### src/rtl/uart_tx_pkg.sv
// Shared serial-subsystem definitions: data word type, transmitter states and
// the default baud divide used by both the transmit and receive counters.
package Definitions_Package;

   localparam int WORD_LENGTH  = 8;
   localparam int DEFAULT_BAUD = 434;

   typedef logic [WORD_LENGTH-1:0] word_lenght_t;

   typedef enum logic [2:0] {
      IDLE,
      START,
      DATA,
      PARITY,
      STOP
   } uart_tx_state_t;

   // Even parity is the XOR of the data bits; odd parity is its inverse.
   function automatic logic parity_of(input word_lenght_t data, input logic odd);
      return (^data) ^ odd;
   endfunction

endpackage

### src/rtl/uart_tx_baud.sv
// Baud-period counter: counts 0..CLKS_PER_BIT-1 while enabled and flags the
// last count so the transmitter can advance one bit.
module cntr_baud_tx_ovf
   import Definitions_Package::*;
#(
   parameter int CLKS_PER_BIT = DEFAULT_BAUD
) (
   input  logic clk,
   input  logic rst,
   input  logic enb,
   input  logic clear,
   output logic ovf
);

   localparam int CNT_W = (CLKS_PER_BIT > 1) ? $clog2(CLKS_PER_BIT) : 1;
   localparam logic [CNT_W-1:0] LAST = CNT_W'(CLKS_PER_BIT - 1);

   logic [CNT_W-1:0] count;

   always_ff @(posedge clk or negedge rst) begin
      if (!rst) begin
         count <= '0;
      end else if (clear) begin
         count <= '0;
      end else if (enb) begin
         count <= (count == LAST) ? '0 : count + CNT_W'(1);
      end
   end

   assign ovf = enb && !clear && (count == LAST);

endmodule

### src/rtl/uart_tx.sv
// UART transmitter: latches a byte on request and shifts out start, data (LSB
// first), optional parity and one or two stop bits, each one baud period long.
module uart_tx
   import Definitions_Package::*;
#(
   parameter int CLKS_PER_BIT = DEFAULT_BAUD,
   parameter bit PARITY_EN    = 1'b0,
   parameter bit PARITY_ODD   = 1'b0,
   parameter int STOP_BITS    = 1
) (
   input  logic         clk,
   input  logic         rst,
   input  logic         tx_start,
   input  word_lenght_t tx_data,
   output logic         tx,
   output logic         busy,
   output logic         done
);

   localparam logic [2:0] LAST_STOP = 3'(STOP_BITS - 1);

   uart_tx_state_t state;
   word_lenght_t   shift;
   logic [2:0]     bit_cnt;
   logic           parity_bit;
   logic           baud_ovf;

   cntr_baud_tx_ovf #(
      .CLKS_PER_BIT(CLKS_PER_BIT)
   ) u_baud (
      .clk  (clk),
      .rst  (rst),
      .enb  (state != IDLE),
      .clear(state == IDLE),
      .ovf  (baud_ovf)
   );

   // tx is loaded with the level of the bit being entered, so it changes on the
   // same edge as the state and never depends combinationally on an input.
   always_ff @(posedge clk or negedge rst) begin
      if (!rst) begin
         state      <= IDLE;
         shift      <= '0;
         bit_cnt    <= '0;
         parity_bit <= 1'b0;
         tx         <= 1'b1;
         busy       <= 1'b0;
         done       <= 1'b0;
      end else begin
         done <= 1'b0;
         case (state)
            IDLE: begin
               if (tx_start) begin
                  shift      <= tx_data;
                  parity_bit <= parity_of(tx_data, PARITY_ODD);
                  bit_cnt    <= '0;
                  state      <= START;
                  tx         <= 1'b0;
                  busy       <= 1'b1;
               end
            end
            START: begin
               if (baud_ovf) begin
                  state <= DATA;
                  tx    <= shift[0];
               end
            end
            DATA: begin
               if (baud_ovf) begin
                  shift   <= shift >> 1;
                  bit_cnt <= bit_cnt + 3'd1;
                  if (bit_cnt == 3'd7) begin
                     if (PARITY_EN) begin
                        state <= PARITY;
                        tx    <= parity_bit;
                     end else begin
                        state <= STOP;
                        tx    <= 1'b1;
                     end
                  end else begin
                     tx <= shift[1];
                  end
               end
            end
            PARITY: begin
               if (baud_ovf) begin
                  state <= STOP;
                  tx    <= 1'b1;
               end
            end
            STOP: begin
               // bit_cnt wrapped to 0 leaving DATA, so it counts stop periods here
               if (baud_ovf) begin
                  if (bit_cnt == LAST_STOP) begin
                     state   <= IDLE;
                     bit_cnt <= '0;
                     busy    <= 1'b0;
                     done    <= 1'b1;
                  end else begin
                     bit_cnt <= bit_cnt + 3'd1;
                  end
               end
            end
            default: begin
               state <= IDLE;
               tx    <= 1'b1;
               busy  <= 1'b0;
            end
         endcase
      end
   end

endmodule

### config.mk
export PLATFORM = sky130hd
export DESIGN_NAME = uart_tx
export DESIGN_NICKNAME = d
export VERILOG_FILES = /design/src/rtl/uart_tx_pkg.sv /design/src/rtl/uart_tx_baud.sv /design/src/rtl/uart_tx.sv
export SDC_FILE = /design/constraint.sdc
export NUM_CORES = 1
export LEC_CHECK = 0
export CAP_MARGIN = 30
export CORE_ASPECT_RATIO = 1.2
export CORE_MARGIN = 2
export CORE_UTILIZATION = 55
export DETAILED_ROUTE_END_ITERATION = 6
export DONT_BUFFER_PORTS = 1
export GPL_TIMING_DRIVEN = 1
export HOLD_SLACK_MARGIN = 0.06
export PLACE_DENSITY = 0.71
export SETUP_SLACK_MARGIN = 0.02
export SLEW_MARGIN = 20
export SYNTH_ARGS = -nofsm -noshare
export SYNTH_HDL_FRONTEND = slang
export SYNTH_HIERARCHICAL = 1
export SYNTH_SLANG_ARGS = --single-unit
### constraint.sdc
create_clock -name clk -period 2.2 [get_ports clk]
set_input_delay 0.22 -clock clk [delete_from_list [all_inputs] [get_ports clk]]
set_output_delay 0.22 -clock clk [all_outputs]
set_load 0.02 [all_outputs]
# Yosys cells after proc, flatten, opt, wreduce, memory -nomap -nowiden
# Cells that the tools add are included.
dict set report classes {
  muxes 32
  reduce_logical 15
  addsub 2
  bitwise 2
  eq_ne 13
}
# operator count
set op_table {}
lappend op_table {{2-to-1 mux 3 bit} 11}
lappend op_table {{2-to-1 mux 9 bit} 3}
lappend op_table {{2-to-1 mux 8 bit} 2}
lappend op_table {{case mux 8 bit (2 select lines)} 1}
lappend op_table {{case mux 3 bit (5 select lines)} 1}
lappend op_table {{inequality test 2 bit, second input constant} 7}
lappend op_table {{2-to-1 mux 1 bit} 11}
lappend op_table {{adder 9 x 1 -> 9 bit, second input constant} 1}
lappend op_table {{equality test 9 bit, second input constant} 1}
lappend op_table {{case mux 3 bit (3 select lines)} 1}
lappend op_table {{AND reduction 4 bit} 2}
lappend op_table {{AND reduction 7 bit} 1}
lappend op_table {{equality test 3 x 2 -> 1 bit, second input constant} 2}
lappend op_table {{equality test 3 bit, second input constant} 2}
lappend op_table {{zero test 3 bit} 2}
lappend op_table {{nonzero test 3 bit} 2}
lappend op_table {{case mux 1 bit (5 select lines)} 1}
lappend op_table {{AND reduction 5 bit} 1}
lappend op_table {{nonzero test 2 bit} 2}
lappend op_table {{adder 3 x 1 -> 3 bit, second input constant} 1}
lappend op_table {{equality test 3 x 1 -> 1 bit, second input constant} 1}
lappend op_table {{case mux 1 bit (3 select lines)} 1}
lappend op_table {{AND reduction 3 bit} 1}
lappend op_table {{OR reduction 3 bit} 1}
lappend op_table {{other kinds (3)} 5}
dict set report totals {
  out_inout_bits 3
  ff_bits 26
  word_cells 71
}

# Logic depth before layout (Yosys ltp)
dict set report depth {
  word_depth 6
  depth_mapped 11
  depth_no_buf 9
}

# By module
# The synthesis kept the hierarchy.
# module n_inst area_each_um2 cells_per_inst seq_area_each_um2
set by_module_without_submodules {}
lappend by_module_without_submodules {uart_tx 1 955.9 96 426.7}
lappend by_module_without_submodules {cntr_baud_tx_ovf 1 504.2 54 225.2}

# Worst setup path after synthesis
# Ideal clock, no wire load.
dict set report synth_path {
  kind {reg2reg}
  startpoint {reg state[1]}
  endpoint {reg bit_cnt[0]}
  n_path_buf 2
  arrival_ns 1.964
  required_ns 2.072
  stages_incl_launch_ff 10
  slack_ns 0.108
  path_cell_list {dfrtp_1 > buf_4 > nor3_1 > inv_1 > nand2b_1 > nor2_1 > buf_2 > a211oi_2 > a211oi_4 > mux2_1}
}
dict set report synth_via {
  elab_chain_cells 6
  elab_cells_between_ends 13
  cone_classes {eq/ne: 5; mux: 1; reduce/logical: 7}
}
# item line_no
set synth_rtl {}
lappend synth_rtl {{start, declared} uart_tx.sv:22} ;# uart_tx_state_t state;
lappend synth_rtl {{start signal, assigned} uart_tx.sv:42} ;# state <= IDLE;
lappend synth_rtl {{start signal, assigned} uart_tx.sv:57} ;# state <= START;
lappend synth_rtl {{start signal, assigned} uart_tx.sv:64} ;# state <= DATA;
lappend synth_rtl {{zero test 3 bit} uart_tx.sv:34} ;# .clear(state == IDLE),
lappend synth_rtl {{zero test 1 bit} uart_tx_baud.sv:30} ;# assign ovf = enb && !clear && (count == LAST);
lappend synth_rtl {{logical AND 1 bit * (2 in a row)} uart_tx_baud.sv:30}
lappend synth_rtl {{net baud_ovf} uart_tx.sv:26} ;# logic baud_ovf;
lappend synth_rtl {{inequality test 2 bit (no line)} -}
lappend synth_rtl {{AND reduction 4 bit (no line) *} -}
lappend synth_rtl {{end signal, assigned} uart_tx.sv:71} ;# bit_cnt <= bit_cnt + 3'd1;
lappend synth_rtl {{end signal, assigned} uart_tx.sv:100} ;# bit_cnt <= bit_cnt + 3'd1;
lappend synth_rtl {{end, declared} uart_tx.sv:24} ;# logic [2:0] bit_cnt;
# Mark *: on every way through the listed nets, which the timed path passes. The rest lies on a longest branch.
# A chain may end at the register's enable or synchronous reset.

# Worst setup path after layout
dict set report layout_path {
  startpoint {reg u_baud.count[1]}
  endpoint {reg bit_cnt[2]}
}
dict set report layout_via {
  elab_chain_cells 4
  elab_cells_between_ends 5
  cone_classes {eq/ne: 3; reduce/logical: 2}
}
# item line_no
set layout_rtl {}
lappend layout_rtl {{start, declared} uart_tx_baud.sv:18} ;# logic [CNT_W-1:0] count;
lappend layout_rtl {{start signal, assigned} uart_tx_baud.sv:26} ;# count <= (count == LAST) ? '0 : count + CNT_W'(1);
lappend layout_rtl {{equality test 9 bit *} uart_tx_baud.sv:30}
lappend layout_rtl {{logical AND 1 bit *} uart_tx_baud.sv:30}
lappend layout_rtl {{net baud_ovf} uart_tx.sv:26}
lappend layout_rtl {{inequality test 2 bit (no line)} -}
lappend layout_rtl {{AND reduction 4 bit (no line) *} -}
# Marked as above.

==> impl_metrics.yaml <==
outcome:
  status: "completed"
clock_network:
  h-tree-depth: 1
  clk_latency_ns: 0.32
  cts.root.buffer_cell: "clkbuf_4"
  cts_setup_buffers: 0
  clk_pin_slew_worst_paths_ns: 0.14
  cts_buffer_depth: 2
  cts_tree: "built"
  cts_buffers: 3
  clock_sinks: 26
cells_and_area:
  areaGrowthSynthToFinish_pct: 9.43
  fin_nets: 173
  drive_above_1_share: 0.115
  diodes: 0
  fin_util: 0.632
  stdcell_count: 189
  final_area_sq_um: 1600
sta:
  finalClockSkew_ns: 0.00373
  fin_setup_tns_ns: 0
  worst_pin_slew_ns: 0.440
  setup_viol: 0
  min_period_ns: 2.03
  period_share: 0.924
  finalHoldViolations: 0
  max_freq_mhz: 492
  slew_headroom: 0.707
  drv_slew: 0
  rsz0062_at_grt: "false"
yosys:
  synth_xor_area_frac: 0.0120
  yosys.area_share.adder: 0.0428
  synth_most_common_cell: "dfrtp_1"
  yosys.cell_types.count: 40
  syn_area_sq_um: 1460
  synthMuxAreaShare: 0.0857
  synth_edf_count: 0
  ys_warn_count: 6
  synth.avg_cell_area_sq_um: 9.73
  synth_compound_area_frac: 0.163
  synth_top_family_by_area: "simple AND/OR/NAND/NOR gates"
  yosys-top-cells-count: "dfrtp_1 (25), nand2_1 (18), nor2_1 (10), o21ai_1 (9)"
  synth-main-ff-cell: "dfrtp_1"
  ys_ff_latch: 26
  yosys.area_share.simple: 0.209
  yosysSeqAreaShare: 0.446
  synth_top_cell_area_share: 0.428
  syn_nets: 166
  synth_cells: 150
  synthArstFlopShare: 1.00
  yosysTopAreaCell: "dfrtp_1"
  yosys-top-cells-area: "dfrtp_1 (43%), mux2i_1 (5.5%), nand2_1 (4.6%)"
power:
  switching_share: 0.192
  ir_worst_vdd_v: 0.000385
  power_mw: 0.834
  p_seq_frac: 0.573
  power_frac_comb: 0.031
  internal_power_mw: 0.674
  p_sw_mw: 0.160
  cellPowerDensity_nw_per_um2: 522
  pwr-share-clk: 0.396
  p_leak_nw: 0.723
place:
  placed_area_sq_um: 1490
  gp_congestion: 0.819
  numPortBuffers: 0
  placed_cells_incl_taps: 181
  hpwl_microns: 1820
flow_run:
  maxCapViolCount: 0
worst_setup_path:
  worstSetupStartpointType: "flop"
  path_cells: "inv_1, ha_1, and4bb_2, nand2_1, nor2_2, nand2b_1, a211oi_4, mux2_1"
  cp_max_fo: 4
  slowest_stage: "dfrtp_1"
  slowest_delay_ns: 0.43
  end_kind: "flop"
  cp.arrival_ns: 2.25
  critical_path.top_delay_family: "simple AND/OR/NAND/NOR gates"
  critical_path_buf_inv_count: 1
  cp.required_ns: 2.42
  crit_type: "reg2reg"
route:
  vias: 1100
  routedWlPerCell_microns: 13.8
  detail_route.iter0.violations: 19
  drc_errors: 0
  drtPass1Iterations: 4
  drt.antenna.violating_nets: 0
  wirelength_microns: 2610
  via_per_inst: 5.82
grt:
  antenna_found_initial: 0
  grt_pass1_wl_microns: 4490
  grt_pass1_vias: 992
  overflow: 0
  grt_usage: 0.195
  grt_start_max_net_pins: 27
die:
  dieArea_sq_um: 3080
  die_y_microns: 60.4
  ios: 14
  start_util: 0.578
  rows: 20
  core_area_sq_um: 2530
  die_w_microns: 51.0
hold_path:
  worstHoldPathType: "in2reg"
metal layers:
| metal | part of all wire | global-route usage | up-vias |
|---|---|---|---|
| li1 | - | - | 538 |
| met1 | 0.48 | 0.249 | 537 |
| met2 | 0.47 | 0.336 | 17 |
| met3 | 0.030 | 0.0345 | 8 |
| met4 | 0.019 | 0.0695 | 0 |
| met5 | 0 | 0 | - |
cell type report:
cell class | count | area, sq um
fillers | 221 | 930
multi-input cells | 113 | 753
flip-flops and latches | 26 | 652
repair buffers | 8 | 80.1
well taps | 33 | 41.3
clock inverters | 1 | 30.0
clock buffers | 3 | 22.5
inverters | 5 | 18.8
through the flow:
stage	setup WS, ns	hold slack, ns
after floorplan	0.108	-0.0756
after global placement	0.165	-0.0750
after detailed placement	0.0816	-0.0750
after CTS	0.0278	0.0679
after global routing	0.0325	0.0841
final	0.168	0.0699
cells by family after synthesis:
| group | after synthesis |
|---|---|
| compound gates | 35 |
| xor+xnor | 2 |
| fa+ha+maj | 5 |
| buf+inv | 11 |
| flops | 26 |
| mux | 12 |
| simple gates | 59 |
worst paths after layout:
check                           startpoint  cells after the start               to  slack, ns
hold reg to reg                   shift[5]                      2         shift[5]       0.50
hold / removal                  tx_data[3]                      2         shift[3]       0.07
setup reg to reg           u_baud/count[1]                      8       bit_cnt[2]       0.17
setup / recovery           u_baud/count[1]                      8       bit_cnt[2]       0.17
max in group asynchronous              rst                      2               tx       1.66
min in group asynchronous              rst                      2  u_baud/count[8]       0.31
registers in the layout, indices dropped and copies added (netlist names):
| register | cells |
|---|---|
| bit_cnt | 3 |
| busy | 1 |
| done | 1 |
| shift | 8 |
| state | 3 |
| tx | 1 |
| u_baud/count | 9 |
power groups by stage:
stage / clock network (mW) / registers, mW / logic, mW
after floorplan: 0 / 0.487 / 0.00707
after global placement: 0 / 0.487 / 0.00754
after detailed placement: 0 / 0.487 / 0.00802
after CTS: 0.342 / 0.478 / 0.0267
after global routing: 0.358 / 0.478 / 0.0293
final: 0.330 / 0.478 / 0.0257
what timing repair did:
action / CTS / global route
resized for setup: 0 / 2
endpoints found under the hold margin: 28 / 0
hold buffers: 4 / 0
setup endpoints to repair: 0 / 11
cells in the final DEF (no fill, tap or decap), types with 2 or more instances in the layout:
cell / Yosys / routed
clkbuf_4: 0 / 3
nand2b_1: 8 / 8
o21ai_1: 9 / 9
inv_1: 4 / 4
nor2b_1: 3 / 3
mux2i_1: 8 / 8
nand3b_1: 2 / 2
o22ai_1: 2 / 2
a21oi_1: 7 / 7
nor2_1: 10 / 9
mux2_1: 3 / 3
dlygate4sd3_1: 0 / 3
and3_1: 3 / 3
nor3_1: 5 / 5
nand3_1: 3 / 3
nor3b_1: 3 / 3
nand2_1: 18 / 17
buf_4: 2 / 4
a31oi_1: 4 / 4
o21ai_0: 4 / 4
dfrtp_1: 25 / 25
ha_1: 5 / 5
No activity file was read; power rests on OpenSTA's default activity.
